--- config.mk ---
export PLATFORM = sky130hd
export DESIGN_NAME = seq_divider
export DESIGN_NICKNAME = d
export VERILOG_FILES = /design/src/rtl/seq_divider.sv
export SDC_FILE = /design/constraint.sdc
export NUM_CORES = 1
export LEC_CHECK = 0
export CAP_MARGIN = 25
export CELL_PAD_IN_SITES_DETAIL_PLACEMENT = 1
export CELL_PAD_IN_SITES_GLOBAL_PLACEMENT = 1
export CORE_AREA = 2 2 137 165
export CTS_CLUSTER_DIAMETER = 200
export DETAILED_ROUTE_END_ITERATION = 16
export DIE_AREA = 0 0 139 167
export PLACE_DENSITY_LB_ADDON = 0.1
export SKIP_LAST_GASP = 1
export SLEW_MARGIN = 20
export SYNTH_ARGS = -nofsm -noshare
export SYNTH_HDL_FRONTEND = slang
export SYNTH_SLANG_ARGS = --single-unit
--- constraint.sdc ---
create_clock -name i_clock -period 2.6 [get_ports i_clock]
set_input_delay 0.52 -clock i_clock [delete_from_list [all_inputs] [get_ports i_clock]]
set_output_delay 0.52 -clock i_clock [all_outputs]
set_load 0.1 [all_outputs]
--- src/rtl/seq_divider.sv ---
// Sequential signed fixed-point divider: R = trunc(error * 2^REMAINDER_SIZE / reference).
// Optional saturation of the single overflow case (-2^(N-1) / -1) via `SEQ_DIVIDER_SATURATE_EN.
module seq_divider #(
    parameter int DATA_SIZE      = 14,
    parameter int REMAINDER_SIZE = 8
) (
    input  logic                        i_clock,
    input  logic                        i_reset,
    input  logic signed [DATA_SIZE-1:0] i_error,
    input  logic signed [DATA_SIZE-1:0] i_reference,
    input  logic                        i_start,
    output logic                        o_busy,
    output logic signed [DATA_SIZE-1:0] o_quotient,
    output logic [REMAINDER_SIZE-1:0]   o_remainder,
    output logic                        o_valid,
    output logic                        o_div_by_zero,
    output logic                        o_overflow
);

    localparam int RES_SIZE = DATA_SIZE + REMAINDER_SIZE;
    localparam int CNT_SIZE = $clog2(RES_SIZE);
    localparam logic [CNT_SIZE-1:0] LAST_ITER = CNT_SIZE'(RES_SIZE - 1);

    typedef enum logic [1:0] {IDLE, CALC, SIGN, DONE} state_t;

    state_t state, next_state;

    logic [RES_SIZE-1:0]  num;
    logic [DATA_SIZE-1:0] rem;
    logic [DATA_SIZE-1:0] dmag;
    logic                 neg;
    logic [CNT_SIZE-1:0]  count;
    logic [RES_SIZE-1:0]  res;
    logic                 dbz;

    logic                 divisor_zero;
    logic [DATA_SIZE-1:0] error_mag;
    logic [DATA_SIZE-1:0] ref_mag;
    logic [RES_SIZE-1:0]  zero_div_res;
    logic [DATA_SIZE:0]   trial;
    logic [DATA_SIZE:0]   diff;
    logic                 take;

    assign divisor_zero = (i_reference == '0);
    // Magnitudes are unsigned, so the most negative operand negates to itself and stays exact.
    assign error_mag    = i_error[DATA_SIZE-1]     ? $unsigned(-i_error)     : $unsigned(i_error);
    assign ref_mag      = i_reference[DATA_SIZE-1] ? $unsigned(-i_reference) : $unsigned(i_reference);
    assign zero_div_res = {i_error[DATA_SIZE-1] ? {1'b1, {(DATA_SIZE-1){1'b0}}}
                                                : {1'b0, {(DATA_SIZE-1){1'b1}}},
                           {REMAINDER_SIZE{1'b0}}};

    assign trial = {rem, num[RES_SIZE-1]};
    assign diff  = trial - {1'b0, dmag};
    assign take  = ~diff[DATA_SIZE];

    always_ff @(posedge i_clock or posedge i_reset) begin
        if (i_reset) state <= IDLE;
        else         state <= next_state;
    end

    always_comb begin
        next_state = state;
        case (state)
            IDLE: if (i_start) next_state = divisor_zero ? DONE : CALC;
            CALC: if (count == LAST_ITER) next_state = SIGN;
            SIGN: next_state = DONE;
            DONE: next_state = IDLE;
            default: next_state = IDLE;
        endcase
    end

    // The numerator register doubles as the quotient: each iteration shifts a result bit in at the LSB.
    always_ff @(posedge i_clock or posedge i_reset) begin
        if (i_reset) begin
            num   <= '0;
            rem   <= '0;
            dmag  <= '0;
            neg   <= 1'b0;
            count <= '0;
            res   <= '0;
            dbz   <= 1'b0;
`ifdef SEQ_DIVIDER_SATURATE_EN
            o_overflow <= 1'b0;
`endif
        end else begin
            case (state)
                IDLE: if (i_start) begin
                    num   <= {error_mag, {REMAINDER_SIZE{1'b0}}};
                    rem   <= '0;
                    dmag  <= ref_mag;
                    neg   <= i_error[DATA_SIZE-1] ^ i_reference[DATA_SIZE-1];
                    count <= '0;
                    if (divisor_zero) begin
                        res <= zero_div_res;
                        dbz <= 1'b1;
`ifdef SEQ_DIVIDER_SATURATE_EN
                        o_overflow <= 1'b0;
`endif
                    end
                end
                CALC: begin
                    num   <= {num[RES_SIZE-2:0], take};
                    rem   <= take ? diff[DATA_SIZE-1:0] : trial[DATA_SIZE-1:0];
                    count <= count + CNT_SIZE'(1);
                end
                SIGN: begin
                    dbz <= 1'b0;
`ifdef SEQ_DIVIDER_SATURATE_EN
                    // A positive magnitude with the top bit set can only come from -2^(N-1) / -1.
                    if (!neg && num[RES_SIZE-1]) begin
                        res        <= {1'b0, {(RES_SIZE-1){1'b1}}};
                        o_overflow <= 1'b1;
                    end else begin
                        res        <= neg ? -num : num;
                        o_overflow <= 1'b0;
                    end
`else
                    res <= neg ? -num : num;
`endif
                end
                default: ;
            endcase
        end
    end

`ifndef SEQ_DIVIDER_SATURATE_EN
    assign o_overflow = 1'b0;
`endif

    assign o_busy        = (state != IDLE);
    assign o_valid       = (state == DONE);
    assign o_quotient    = res[RES_SIZE-1 -: DATA_SIZE];
    assign o_remainder   = res[REMAINDER_SIZE-1:0];
    assign o_div_by_zero = dbz;

endmodule

==> results.yml, run 1 <==
run_status:
  outcome: "finished clean"
global_routing:
  antenna_found_initial: 0
  grt_pass1_wl_mm: 24.46
  grt_usage: 0.1293
  grt_pass1_vias: 4724
  grt-ovfl-total: 0
  grt_max_degree: 82
setup_path:
  crit_cells: 10
  cp_common_cell: "buf_4"
  critical_path.startpoint: "rem[8]$_DFFE_PP0P_"
  arrival_ns: 2.73
  r2r-end: "num[0]$_DFFE_PP0P_"
  crit_end: "num[0]$_DFFE_PP0P_"
  cp_top_family: "compound AO/OA/AOI/OAI gates"
  required_ns: 2.83
  r2r_setup_slack_ns: 0.11
  startpoint_type: "flop"
  reg2reg_depth: 10
  slowest_stage: "dfrtp_1"
  cp_num_buf_inv: 3
  rr_startpoint: "rem[8]$_DFFE_PP0P_"
  max_stage_delay_ns: 0.40
  setup.worst_path.end_class: "flop"
  path_cells: "ha_1 > a21o_1 > o21bai_1 > a311oi_2 > o31ai_4 > xor2_4 > buf_4 > buf_4 > buf_4 > a22o_1"
  path_class: "flop to flop"
  critPathMaxFanout: 3
detailed_routing:
  drt_wl_total_mm: 14.70
  wl_per_cell_um: 15.40
  ant_nets: 0
  drc: 0
  vias: 4411
  drtPass1Iterations: 4
  vias_per_cell: 4.624
  drtIter0Drc: 115
sta:
  post-route-min-period_ns: 2.493
  drv_slew: 0
  hold_viol_final: 0
  fin_worst_skew_ns: 0.006689
  setup_viol: 0
  whs_ns: 0.4766
  post-route-period-util: 0.9589
  fmax_mhz: 401.1
synthesis:
  yosys.area.top_type_share: 0.3963
  ys_warn_count: 0
  synth.distinct_cells: 61
  synthCells: 581
  synth_edf_count: 0
  async_reset_ff_frac: 1.000
  syn_avg_cell_area_um2: 8.804
  yosysSeqAreaShare: 0.3963
  synth_area_um2: 5115
  yosys.area.top_type: "dfrtp_1"
  synth_nets: 636
  synth_area_leaders: "dfrtp_1 40%, nand2_1 6.3%, xor2_1 5.8%"
  synth_flop_cell: "dfrtp_1"
  synth_seq_cells: 81
cells_and_area:
  drive_above_1_share: 0.1809
  diodes: 0
  final_nets: 730
  area_growth_pct: 31.16
die:
  coreArea_um2: 21560
  die_area_um2: 23210
  die_w_um: 139
  die_h_um: 167
  num_rows: 59
  io_pins: 57
  start_util: 0.2373
place:
  io_buffer_count: 55
  dp_hpwl_mm: 11.24
  gp_congestion: 0.7736
worst_hold_path:
  hold_class: "flop to flop"
  holdPathStages: 2
flow_run:
  maxCapViolations: 0
cts:
  cts_root_buf: "clkbuf_16"
  h-tree-depth: 3
  numCtsBuffers: 9
  path_clk_slew_ns: 0.07
  cts.sinks: 81
  cts_tree: "done"
  cts.path.max_buffers: 2
  hold_buffers: 0
  insertion_delay_ns: 0.34
## routing by layer
layer  wire length [um]  part of all wire  global-route usage
met1               6880              0.47              0.1642
met2               7274              0.49              0.2272
met3                370             0.025             0.01984
met4                170             0.012             0.03689
met5                  0                 0                   0
## cell families after synthesis
kind of cell / after synthesis / synth area share
other: 1 / 0.0007332
AND/OR/NAND/NOR: 172 / 0.1553
XOR/XNOR: 53 / 0.09222
buffers and inverters: 61 / 0.04672
multiplexers: 20 / 0.03938
AO/OA/AOI/OAI: 169 / 0.2091
flip-flops: 81 / 0.3963
adder cells (fa/ha/maj): 24 / 0.06018
## synthesized netlist by cell type (all sizes together), types with 9 or more instances
cell / n
clkbuf: 21
o31ai: 22
xnor2: 18
inv: 30
dfrtp: 81
mux2i: 19
nand3: 9
a21oi: 37
o21ai: 63
ha: 23
buf: 9
a22o: 10
xor2: 35
nand2: 86
nor2: 36
## area by class of cell
cell class	instances	area (um2)
Clock buffer	9	225.2
Clock inverter	7	76.32
Fill cell	2535	14850
Inverter	31	120.1
Multi-Input combinational cell	439	2927
Sequential cell	81	2027
Tap cell	274	342.8
Timing Repair Buffer	113	991.0
## flip-flops by register name (all words and copies together) (netlist names)
signal	cells
o_div_by_zero	1
num	22
state	2
dmag	14
count	5
rem	14
res	22
neg	1
## how the worst min path moves through the flow
| stage | startpoint | endpoint | slack, ns |
|---|---|---|---|
| floorplan | dmag[10]$_DFFE_PP0P_ | dmag[10]$_DFFE_PP0P_ | 0.45 |
| detailed placement | res[7]$_DFFE_PP0P_ | res[7]$_DFFE_PP0P_ | 0.47 |
| finish | res[7]$_DFFE_PP0P_ | res[7]$_DFFE_PP0P_ | 0.48 |
| CTS | res[7]$_DFFE_PP0P_ | res[7]$_DFFE_PP0P_ | 0.48 |
| global route | res[7]$_DFFE_PP0P_ | res[7]$_DFFE_PP0P_ | 0.51 |
| global placement | res[4]$_DFFE_PP0P_ | res[4]$_DFFE_PP0P_ | 0.47 |
## what timing repair did
action	CTS	global route
pin swaps	1	6
setup buffers	1	3
gates resized for setup	1	14
setup endpoints to repair	3	15
cloned	0	1
## worst register-to-register path, stage by stage (launching register included)
cell and delay (ns):
dfrtp_1 0.40, ha_1 0.32, a21o_1 0.22, o21bai_1 0.18, a311oi_2 0.34, o31ai_4 0.16
xor2_4 0.20, buf_4 0.16, buf_4 0.12, buf_4 0.12, a22o_1 0.18
## through the flow
step	instances	utilization	setup WS, ns	setup TNS [ns]	cell area [um2]
final	954	0.3112	0.1069	0	6709
after global routing	954	0.3112	-0.02188	-0.07160	6709
after CTS	950	0.3060	0.007790	0	6596
after detailed placement	933	0.2916	-0.1807	-2.306	6286
after global placement	933	0.2916	-0.09487	-1.355	6286
after floorplan	581	-	0.02046	0	5119
## cells in the final DEF, fill, tap and decap left out, types with 10 or more instances in the layout
master,netlist,routed
a21oi_1,37,34
a22o_1,10,10
buf_4,2,78
clkbuf_16,0,10
clkdlybuf4s50_1,0,30
dfrtp_1,81,81
ha_1,23,23
inv_1,30,28
mux2i_1,19,16
nand2_1,86,86
nor2_1,35,35
o21ai_0,48,47
o21ai_1,15,16
o31ai_1,20,20
xnor2_1,18,18
xor2_1,34,34
Power of run 1 is not shown: default switching activity piles up to over one toggle a cycle in this logic, so the estimate is an artifact.
==> inputs of run 2 (changes only) <==
Settings changed: SLEW_MARGIN 20 to default.
==> results of run 2 <==
No change in the layout: final DEF, timing and power equal those of run 1.
Power of run 2 is left out for the same reason.
